--- config.mk ---
export PLATFORM = sky130hd
export DESIGN_NAME = timer_scheduler
export DESIGN_NICKNAME = d
export VERILOG_FILES = /design/src/rtl/timer_scheduler.sv
export SDC_FILE = /design/constraint.sdc
export NUM_CORES = 1
export LEC_CHECK = 0
export ABC_CLOCK_PERIOD_IN_PS = 4100
export CORE_UTILIZATION = 55
export DETAILED_ROUTE_END_ITERATION = 10
export GPL_TIMING_DRIVEN = 0
export PLACE_DENSITY = 0.79
export SYNTH_ARGS = -nofsm -noshare
export SYNTH_HDL_FRONTEND = slang
export SYNTH_SLANG_ARGS = --single-unit
--- constraint.sdc ---
create_clock -name clk -period 4.1 [get_ports clk]
set_input_delay 0.82 -clock clk [delete_from_list [all_inputs] [get_ports clk]]
set_output_delay 0.82 -clock clk [all_outputs]
set_load 0.05 [all_outputs]
--- src/rtl/timer_scheduler.sv ---
// Four-channel one-second countdown timer with round-robin load arbitration and a shared prescaler.
// Optional readback port (rd_sel/rd_remain) is enabled by defining TIMER_SCHEDULER_REMAIN_EN.
module timer_scheduler #(
    parameter int unsigned TICK_DIV = 100_000_000
) (
    input  logic        clk,
    input  logic        rst,
    input  logic [3:0]  req,
    input  logic [31:0] req_secs,
    input  logic [3:0]  cancel,
    input  logic        pause,
`ifdef TIMER_SCHEDULER_REMAIN_EN
    input  logic [1:0]  rd_sel,
    output logic [7:0]  rd_remain,
`endif
    output logic [3:0]  grant,
    output logic [3:0]  busy,
    output logic [3:0]  expire,
    output logic        tick
);

    localparam int unsigned   PW        = $clog2(TICK_DIV);
    localparam logic [PW-1:0] PRESC_MAX = PW'(TICK_DIV - 1);

    logic [PW-1:0] presc;
    logic [1:0]    ptr;
    logic [1:0]    gnt_idx;
    logic [1:0]    idx;
    logic          found;
    logic [3:0]    eligible;
    logic [7:0]    remain [4];

    assign eligible = req & ~busy & ~cancel;

    // Round-robin search starts one past the last granted channel and wraps.
    always_comb begin
        // NOTE: every combinational output gets a default first so no path leaves it unassigned (no latch).
        grant   = '0;
        gnt_idx = '0;
        found   = 1'b0;
        idx     = '0;
        for (int k = 1; k <= 4; k++) begin
            idx = ptr + 2'(k);
            if (!found && eligible[idx]) begin
                grant[idx] = 1'b1;
                gnt_idx    = idx;
                found      = 1'b1;
            end
        end
        if (rst) begin
            grant = '0;
        end
    end

    always_ff @(posedge clk) begin
        // NOTE: state registers use non-blocking assignments so every flop samples pre-edge values.
        if (rst) begin
            presc <= '0;
            tick  <= 1'b0;
        end else if (!pause) begin
            tick  <= (presc == PRESC_MAX);
            presc <= (presc == PRESC_MAX) ? '0 : presc + 1'b1;
        end else begin
            tick  <= 1'b0;
        end
    end

    // Load and decrement are exclusive because only idle channels can be granted.
    always_ff @(posedge clk) begin
        if (rst) begin
            busy   <= '0;
            expire <= '0;
            ptr    <= 2'd3;
            // NOTE: the small remain array is explicitly reset; reset discards any countdown in progress.
            for (int i = 0; i < 4; i++) begin
                remain[i] <= '0;
            end
        end else begin
            if (found) begin
                ptr <= gnt_idx;
            end
            for (int i = 0; i < 4; i++) begin
                expire[i] <= 1'b0;
                if (cancel[i]) begin
                    busy[i]   <= 1'b0;
                    remain[i] <= '0;
                end else if (grant[i]) begin
                    remain[i] <= req_secs[8*i +: 8];
                    busy[i]   <= |req_secs[8*i +: 8];
                    expire[i] <= ~|req_secs[8*i +: 8];
                end else if (tick && busy[i]) begin
                    remain[i] <= remain[i] - 8'd1;
                    if (remain[i] == 8'd1) begin
                        busy[i]   <= 1'b0;
                        expire[i] <= 1'b1;
                    end
                end
            end
        end
    end

`ifdef TIMER_SCHEDULER_REMAIN_EN
    always_ff @(posedge clk) begin
        if (rst) begin
            rd_remain <= '0;
        end else begin
            rd_remain <= remain[rd_sel];
        end
    end
`endif

endmodule
==> results of run 1 <==
-- synth_stat cells (5+ instances only) --
master    count  share of area, %
a21oi_1       5              0.56
and3_1        5              0.70
clkbuf_1      8              0.67
dfxtp_1      38                17
edfxtp_1     32                21
ha_1         17               4.7
inv_1        14               1.2
mux2i_1      37               8.3
nand2_1      77               6.4
nand2b_1     28               3.9
nand3_1      20               2.2
nand4_1       7              0.98
nor2_1       56               4.7
nor3_1       16               1.8
nor4_1        8               1.1
nor4b_1       8               1.6
or4_1         9               1.5
xnor2_1      14               2.7
xor2_1       37               7.2
-- report_power, final --
part | internal (mW) | total (mW) | switching [mW]
Clock | 0.235 | 0.499 | 0.264
Combinational | 0.569 | 1.28 | 0.707
Sequential | 0.881 | 1.02 | 0.134
Total | 1.69 | 2.79 | 1.11
-- routing by layer --
layer,wire [um],track usage (%)
met4,182,10.4
met3,437,3.98
met5,0,0
met1,4560,31.2
met2,4760,42.6
-- flip-flops by register name (all words and copies together) (netlist names) --
signal	cells
busy	4
expire	4
presc	27
ptr	2
remain	32
tick	1
-- cell type report --
class	count	area [um2]
Clock inverter	4	22.5
Tap cell	102	128
Timing Repair Buffer	58	563
Clock buffer	12	145
Multi-Input combinational cell	391	2640
Fill cell	631	2430
Buffer	14	88.8
Sequential cell	70	1720
Inverter	18	67.6
-- through the flow --
stage	utilization [%]	setup slack [ns]	total power [mW]	std cells	setup TNS, ns
global route	68.8	0.00315	2.97	669	0
CTS	68.3	0.0195	2.75	667	0
finish	68.8	0.0901	2.79	669	0
detailed placement	66.1	-0.559	2.25	650	-2.06
floorplan	-	0.383	1.96	493	0
global placement	66.1	-0.560	2.22	650	-2.02
-- final timing paths --
check,to,depth (start not counted),slack [ns],start
min reg2reg,presc[6],2,0.52,presc[6]
max reg2reg,remain[3][0],10,0.95,ptr[0]
max,grant[0],9,0.09,req[0]
min,presc[6],2,0.52,presc[6]
-- timing repair --
item / in CTS / in global routing
endpoints found under the setup margin: 4 / 4
setup buffers: 1 / 2
gates resized for setup: 26 / 11
-- critical path, delay by kind of cell --
family / cells / cell delay [ns]
AOI/OAI and AO/OA: 2 / 0.33
muxes: 1 / 0.48
buffers and inverters: 5 / 1.14
and+or+nand+nor: 1 / 0.42
-- logic make-up after synthesis --
logic type / count (synthesis) / share of synthesized area [%]
muxes: 42 / 10.5
and+or+nand+nor: 253 / 28.7
xor gates and xnor gates: 51 / 9.97
DFF: 70 / 38.4
AOI/OAI and AO/OA: 28 / 4.35
buffers and inverters: 32 / 3.27
adders and majority gates: 17 / 4.75
==> impl_metrics.env, run 1 <==
export IMPL_viasPerCell=5.59
export IMPL_async_reset_ff_share_pct=0
export IMPL_drv_cap=0
export IMPL_cp_end_kind="output pin"
export IMPL_place_area_um2=5160
export IMPL_fin_nets=622
export IMPL_crit_arrival_ns=3.19
export IMPL_ios=56
export IMPL_cts_buffers=9
export IMPL_worstPathMaxFanout=10
export IMPL_syn_area_per_cell_um2=9.09
export IMPL_slowest_stage="clkdlybuf4s50_1"
export IMPL_crit_chain="clkdlybuf4s50_1, or3b_4, mux4_2, buf_6, a31oi_1, a21oi_1, buf_6, inv_2, buf_2"
export IMPL_wl_um=9940
export IMPL_grt_overflow=0
export IMPL_final_max_slew_viol_count=0
export IMPL_cts_tree="done"
export IMPL_rsz0062_at_grt="no"
export IMPL_finalSetupViolCount=0
export IMPL_cts_root_buf="clkbuf_8"
export IMPL_synth_warnings=0
export IMPL_p_leak_nw=2.18
export IMPL_power_density_nw_per_um2=519
export IMPL_globalplace_congestion=0.921
export IMPL_area_growth_synth_to_final_pct=19.9
export IMPL_min_period_ns=4.01
export IMPL_whs_ns=0.517
export IMPL_synth_enable_flop_cells=32
export IMPL_path_clk_slew_ns=0.07
export IMPL_ys_ff_latch=70
export IMPL_start_util_pct=57.4
export IMPL_dr_pass1_iters=5
export IMPL_slew_headroom_pct=33.3
export IMPL_syn_area_um2=4480
export IMPL_final_cell_mix="nand2_1 (77), nor2_1 (56), clkdlybuf4s50_1 (50)"
export IMPL_ys_types=52
export IMPL_via_count=3743
export IMPL_cts_buffer_depth=2
export IMPL_drt_iter0_markers=238
export IMPL_hold_buffers=0
export IMPL_port_buffer_count=55
export IMPL_peakVddDrop_uv=232
export IMPL_wl_per_cell_um=14.9
export IMPL_die_height_um=92.3
export IMPL_cpMostUsedCell="buf_6"
export IMPL_syn_nets=553
export IMPL_grt_pass1_wl_um=16900
export IMPL_cp_required_ns=3.28
export IMPL_grt_max_degree=13
export IMPL_layout_commonest_cell="nand2_1"
export IMPL_layout_drive_gt1_share_pct=8.47
export IMPL_antenna_found_initial=0
export IMPL_die_width_um=92.3
export IMPL_clk_latency_ns=0.35
export IMPL_slowest_delay_ns=0.51
export IMPL_min_period_over_period_pct=97.8
export IMPL_worst_pin_slew_ns=0.993
export IMPL_hold_path_class="reg2reg"
export IMPL_rows=32
export IMPL_clock_fmax_mhz=249
export IMPL_clkSinkCount=70
export IMPL_hold_viol=0
export IMPL_dp_hpwl_um=7290
export IMPL_diodes=0
export IMPL_finClkSkew_ns=0.0145
export IMPL_cts_htree_levels=3
export IMPL_first_global_vias=3742
export IMPL_final_cell_area_um2=5380
export IMPL_synth_flop_cell="dfxtp_1"
export IMPL_synth_cells=493
export IMPL_drc=0
export IMPL_core_um2=7810
export IMPL_antenna_left=0
export IMPL_gr_usage_all_layers_pct=24.9
export IMPL_dieArea_um2=8510
export IMPL_criticalPathCategory="in2out"
export IMPL_outcome="finished clean"
export IMPL_startpoint_type="input port"
export IMPL_yosysSeqAreaShare_pct=38.4
Note: power is estimated with default switching activity, not from simulation.
==> run 2, diff against run 1 <==
--- a/config.mk
+++ b/config.mk
@@ -6,10 +6,12 @@
 export NUM_CORES = 1
 export LEC_CHECK = 0
 export ABC_CLOCK_PERIOD_IN_PS = 4100
+export CORE_MARGIN = 5
 export CORE_UTILIZATION = 55
 export DETAILED_ROUTE_END_ITERATION = 10
+export DONT_BUFFER_PORTS = 1
 export GPL_TIMING_DRIVEN = 0
-export PLACE_DENSITY = 0.79
+export PLACE_DENSITY = 0.7
 export SYNTH_ARGS = -nofsm -noshare
 export SYNTH_HDL_FRONTEND = slang
 export SYNTH_SLANG_ARGS = --single-unit
==> run 2 against run 1 <==
Compared with the run above:
- worst hold slack worse by 0.0034 ns
- cell area down 11%
- sequential cell count unchanged
- clock skew fell by 0.0061 ns
- final cell count is 8.2% lower
- global-route usage shrank 6.2 points
- critical path depth unchanged
- largest cell class unchanged
- largest power group unchanged
- clock power is 8.8% higher
==> impl_metrics.env, run 2 (same netlist as run 1, synthesis figures left out) <==
export IMPL_outcome="finished clean"
export IMPL_final_max_slew_viol_count=0
export IMPL_grt_pass1_wl_um=15200
export IMPL_fin_setup_tns_ns=0
export IMPL_port_buffer_count=0
export IMPL_diodes=0
export IMPL_drt_iter0_markers=151
export IMPL_crit_chain="clkbuf_2, inv_2, ha_1, mux4_2, buf_6, a31oi_1, a21oi_2, buf_4, nor2_4"
export IMPL_hold_buffers=0
export IMPL_ios=56
export IMPL_hold_viol=0
export IMPL_start_util_pct=55.4
export IMPL_drt_met1_wl_um=4270
export IMPL_dp_hpwl_um=7170
export IMPL_wl_per_cell_um=15.4
export IMPL_slew_headroom_pct=30.6
export IMPL_grt_overflow=0
export IMPL_worstPathMaxFanout=12
export IMPL_antenna_found_initial=0
export IMPL_slowest_stage="mux4_2"
export IMPL_peakVddDrop_uv=230
export IMPL_area_growth_synth_to_final_pct=7.23
export IMPL_path_clk_slew_ns=0.07
export IMPL_wl_um=9430
export IMPL_dieArea_um2=10100
export IMPL_cts_htree_levels=3
export IMPL_fin_nets=564
export IMPL_dpl_worst_slack_ns=0.0993
export IMPL_whs_ns=0.513
export IMPL_finClkSkew_ns=0.00841
export IMPL_hold_path_depth=2
export IMPL_min_period_ns=3.83
export IMPL_clock_fmax_mhz=261
export IMPL_startpoint_type="register"
export IMPL_top_register="remain"
export IMPL_finalSetupViolCount=0
export IMPL_grt_max_degree=13
export IMPL_clk_latency_ns=0.34
export IMPL_min_period_over_period_pct=93.3
export IMPL_top_layer="met4"
export IMPL_layout_commonest_cell="nand2_1"
export IMPL_worst_pin_slew_ns=1.03
export IMPL_p_leak_nw=1.93
export IMPL_cp_required_ns=3.28
export IMPL_setup_slack_ns=0.274
export IMPL_top_regs="remain: 32 flops, presc: 27 flops"
export IMPL_cp_end_kind="output pin"
export IMPL_globalplace_congestion=0.849
export IMPL_viasPerCell=5.62
export IMPL_cts_buffer_depth=2
export IMPL_rows=33
export IMPL_antenna_left=0
export IMPL_ctsResizeCount=2
export IMPL_slowest_delay_ns=0.54
export IMPL_criticalPathCategory="reg2out"
export IMPL_dr_pass1_iters=4
export IMPL_crit_arrival_ns=3.01
export IMPL_cts_buffers=9
export IMPL_met3WireLength_um=562
export IMPL_first_global_vias=3246
export IMPL_via_count=3450
export IMPL_hold_path_class="reg2reg"
export IMPL_core_um2=8090
export IMPL_largest_reg_flops=32
export IMPL_die_width_um=100
export IMPL_cts_setup_buffers=0
export IMPL_clkSinkCount=70
export IMPL_drv_cap=0
export IMPL_power_density_nw_per_um2=560
export IMPL_gr_usage_all_layers_pct=18.8
export IMPL_rsz0062_at_grt="no"
export IMPL_reg2reg_depth=10
export IMPL_drc=0
export IMPL_cts_tree="done"
export IMPL_wl_met2_um=4490
export IMPL_cts_root_buf="clkbuf_8"
export IMPL_die_height_um=100
export IMPL_layout_drive_gt1_share_pct=6.88
export IMPL_final_cell_mix="nand2_1 (77), nor2_1 (55), dfxtp_1 (38)"
[run 2: changes by cell type in the layout (fill, tap and decap cells not counted), sizes merged]
| cell | before | now |
|---|---|---|
| buf | 12 | 6 |
| bufinv | 0 | 1 |
| clkbuf | 21 | 20 |
| clkdlybuf4s50 | 50 | 0 |
| clkinv | 2 | 3 |
| dlymetal6s2s | 1 | 0 |
| inv | 20 | 18 |
[run 2: critical path: cells and delay by family, from the launching register on]
family	cells	cell delay (ns)
AOI/OAI and AO/OA	2	0.27
adders and majority gates	1	0.41
buffers and inverters	4	0.75
DFF	1	0.42
muxes	1	0.54
and+or+nand+nor	1	0.28
[run 2: path summary, 6_finish.rpt]
check / start / to / slack (ns)
worst max-delay path: ptr[0] / grant[3] / 0.27
worst min-delay path: presc[26] / presc[26] / 0.51
worst max register to register: ptr[0] / remain[3][1] / 0.89
worst min register to register: presc[26] / presc[26] / 0.51
[run 2: area by class of cell]
| cell class | count | area (um2) |
|---|---|---|
| multi-input cells | 391 | 2620 |
| flip-flops and latches | 70 | 1720 |
| clock inverters | 4 | 48.8 |
| plain buffers | 14 | 80.1 |
| well taps | 105 | 131 |
| clock buffers | 12 | 135 |
| inverters | 18 | 67.6 |
| fillers | 745 | 3290 |
[run 2: power breakdown]
part | internal (mW) | switching [mW] | leakage [nW] | total [mW]
combinational | 0.464 | 0.630 | 1.16 | 1.09
sequential | 0.880 | 0.175 | 0.671 | 1.06
clock | 0.281 | 0.262 | 0.0943 | 0.543
[run 2: stage by stage]
stage / std cells / power, mW / utilization [%] / area, um2
global placement: 598 / 2.12 / 57.0 / 4610
global route: 614 / 2.86 / 59.4 / 4810
CTS: 614 / 2.70 / 59.4 / 4800
floorplan: 493 / 1.96 / - / 4480
finish: 614 / 2.69 / 59.4 / 4810
detailed placement: 598 / 2.15 / 57.0 / 4610
[run 2: metal layers]
metal / track usage (%) / vias to the layer above
met4: 6.11 / 0
met3: 4.59 / 8
met2: 30.2 / 63
met1: 24.8 / 1632
li1: - / 1747
met5: 0 / -
==> run 3, diff against run 2 <==
--- a/config.mk
+++ b/config.mk
@@ -12,6 +12,7 @@
 export DONT_BUFFER_PORTS = 1
 export GPL_TIMING_DRIVEN = 0
 export PLACE_DENSITY = 0.7
+export SETUP_SLACK_MARGIN = 0.4
 export SYNTH_ARGS = -nofsm -noshare
 export SYNTH_HDL_FRONTEND = slang
 export SYNTH_SLANG_ARGS = --single-unit
==> run 3 against run 2 <==
Compared with the run above:
- maximum frequency is 7.2% higher
- critical path depth did not move
- register-to-register slack improved by 0.27 ns
- combinational power is 7% higher
- worst hold slack got worse by 0.0012 ns
- worst setup slack better by 0.26 ns
- core utilization up 1.2 points
- routed wire length rose by 2.0%
- via count rose by 2.7%
- first-iteration DRC count up 6.6%
- die area unchanged
- largest cell class unchanged
==> impl_metrics.env, run 3 (same netlist as run 1, synthesis figures left out) <==
export IMPL_rows=33
export IMPL_path_clk_slew_ns=0.07
export IMPL_hold_buffers=0
export IMPL_top_regs="remain: 32 flops, presc: 27 flops"
export IMPL_hold_path_depth=2
export IMPL_dpl_worst_slack_ns=0.256
export IMPL_wl_per_cell_um=15.6
export IMPL_reg2reg_depth=10
export IMPL_slowest_delay_ns=0.51
export IMPL_grt_pass1_wl_um=16600
export IMPL_worstSetupPathDepth=9
export IMPL_die_height_um=100
export IMPL_cpMostUsedCell="buf_6"
export IMPL_viasPerCell=5.75
export IMPL_drc=0
export IMPL_final_cell_mix="nand2_1 (77), nor2_1 (55), xor2_1 (37), mux2i_1 (37), dfxtp_1 (35)"
export IMPL_final_max_slew_viol_count=0
export IMPL_ios=56
export IMPL_core_um2=8090
export IMPL_hold_viol=0
export IMPL_p_leak_nw=1.96
export IMPL_crit_buf_inv=4
export IMPL_start_util_pct=55.4
export IMPL_grt_overflow=0
export IMPL_final_cell_area_um2=4900
export IMPL_drt_iter0_markers=161
export IMPL_post_route_util_pct=60.6
export IMPL_fill_cells=727
export IMPL_area_growth_synth_to_final_pct=9.44
export IMPL_cts_tree="done"
export IMPL_gr_usage_all_layers_pct=20.2
export IMPL_first_global_vias=3623
export IMPL_die_width_um=100
export IMPL_crit_family="buffers and inverters"
export IMPL_layout_drive_gt1_share_pct=9.20
export IMPL_whs_ns=0.512
export IMPL_clkSinkCount=70
export IMPL_antenna_found_initial=0
export IMPL_dp_hpwl_um=7250
export IMPL_wl_um=9620
export IMPL_hold_path_class="reg2reg"
export IMPL_dieArea_um2=10100
export IMPL_port_buffer_count=0
export IMPL_via_count=3543
export IMPL_largest_reg_flops=32
export IMPL_power_density_nw_per_um2=578
export IMPL_min_period_over_period_pct=87.0
export IMPL_finalPower_mw=2.84
export IMPL_slew_headroom_pct=33.1
export IMPL_crit_arrival_ns=2.75
export IMPL_min_period_ns=3.57
export IMPL_fin_nets=566
export IMPL_cp_end_kind="output pin"
export IMPL_cts_buffers=9
export IMPL_crit_chain="clkbuf_4, inv_2, ha_4, mux4_2, buf_6, a31oi_2, a21oi_2, buf_6, nor2_4"
export IMPL_fin_setup_tns_ns=0
export IMPL_outcome="finished clean"
export IMPL_placed_cells=598
export IMPL_rsz0062_at_grt="yes"
export IMPL_worstPathMaxFanout=12
export IMPL_cp_required_ns=3.28
export IMPL_cts_root_buf="clkbuf_8"
export IMPL_fin_cells=616
export IMPL_diodes=0
export IMPL_slowest_stage="mux4_2"
export IMPL_globalplace_congestion=0.910
export IMPL_top_register="remain"
export IMPL_cts_htree_levels=3
export IMPL_clock_fmax_mhz=280
export IMPL_cts_buffer_depth=2
export IMPL_finClkSkew_ns=0.0104
export IMPL_place_area_um2=4620
export IMPL_peakVddDrop_uv=205
export IMPL_setup_slack_ns=0.532
export IMPL_antenna_left=0
export IMPL_grt_max_degree=13
export IMPL_worst_pin_slew_ns=0.997
export IMPL_dr_pass1_iters=5
export IMPL_drv_cap=0
export IMPL_criticalPathCategory="reg2out"
export IMPL_startpoint_type="register"
export IMPL_clk_latency_ns=0.34
export IMPL_finalSetupViolCount=0
export IMPL_layout_commonest_cell="nand2_1"
run 3: layer usage:
metal  vias to the layer above  track usage (%)  share of wire, %
met4                         0             6.74               1.0
met1                      1676             26.3                44
met2                       107             33.3                48
met5                         -                0                 0
li1                       1749                -                 -
met3                        11             4.17               6.5
run 3: area by class of cell:
class	instances	area, um2	area share, %
multi-input cells	391	2660	54.2
flip-flops and latches	70	1730	35.2
well taps	105	131	2.68
clock buffers	9	124	2.53
plain buffers	14	93.8	1.91
clock inverters	7	88.8	1.81
inverters	18	70.1	1.43
repair buffers	2	15.0	0.306
run 3: worst min-delay path: cells and delay by family (launching register included):
kind	cells	cell delay [ns]
xor+xnor	1	0.07
flops	1	0.34
simple gates	1	0.07
run 3: power by group:
group          total [mW]  internal, mW  leakage (nW)  switching (mW)
Combinational        1.17         0.514          1.18           0.657
Clock               0.604         0.338         0.103           0.266
Sequential           1.06         0.883         0.671           0.177
run 3: final timing paths:
kind / from / endpoint / slack (ns)
max: ptr[0] / grant[3] / 0.53
min: presc[6] / presc[6] / 0.51
max reg2reg: ptr[0] / remain[3][1] / 1.16
min reg2reg: presc[6] / presc[6] / 0.51
run 3: what timing repair did:
item,CTS,global route
pin swaps,1,0
buffers inserted,1,1
setup endpoints to repair,4,4
gates resized for setup,8,8
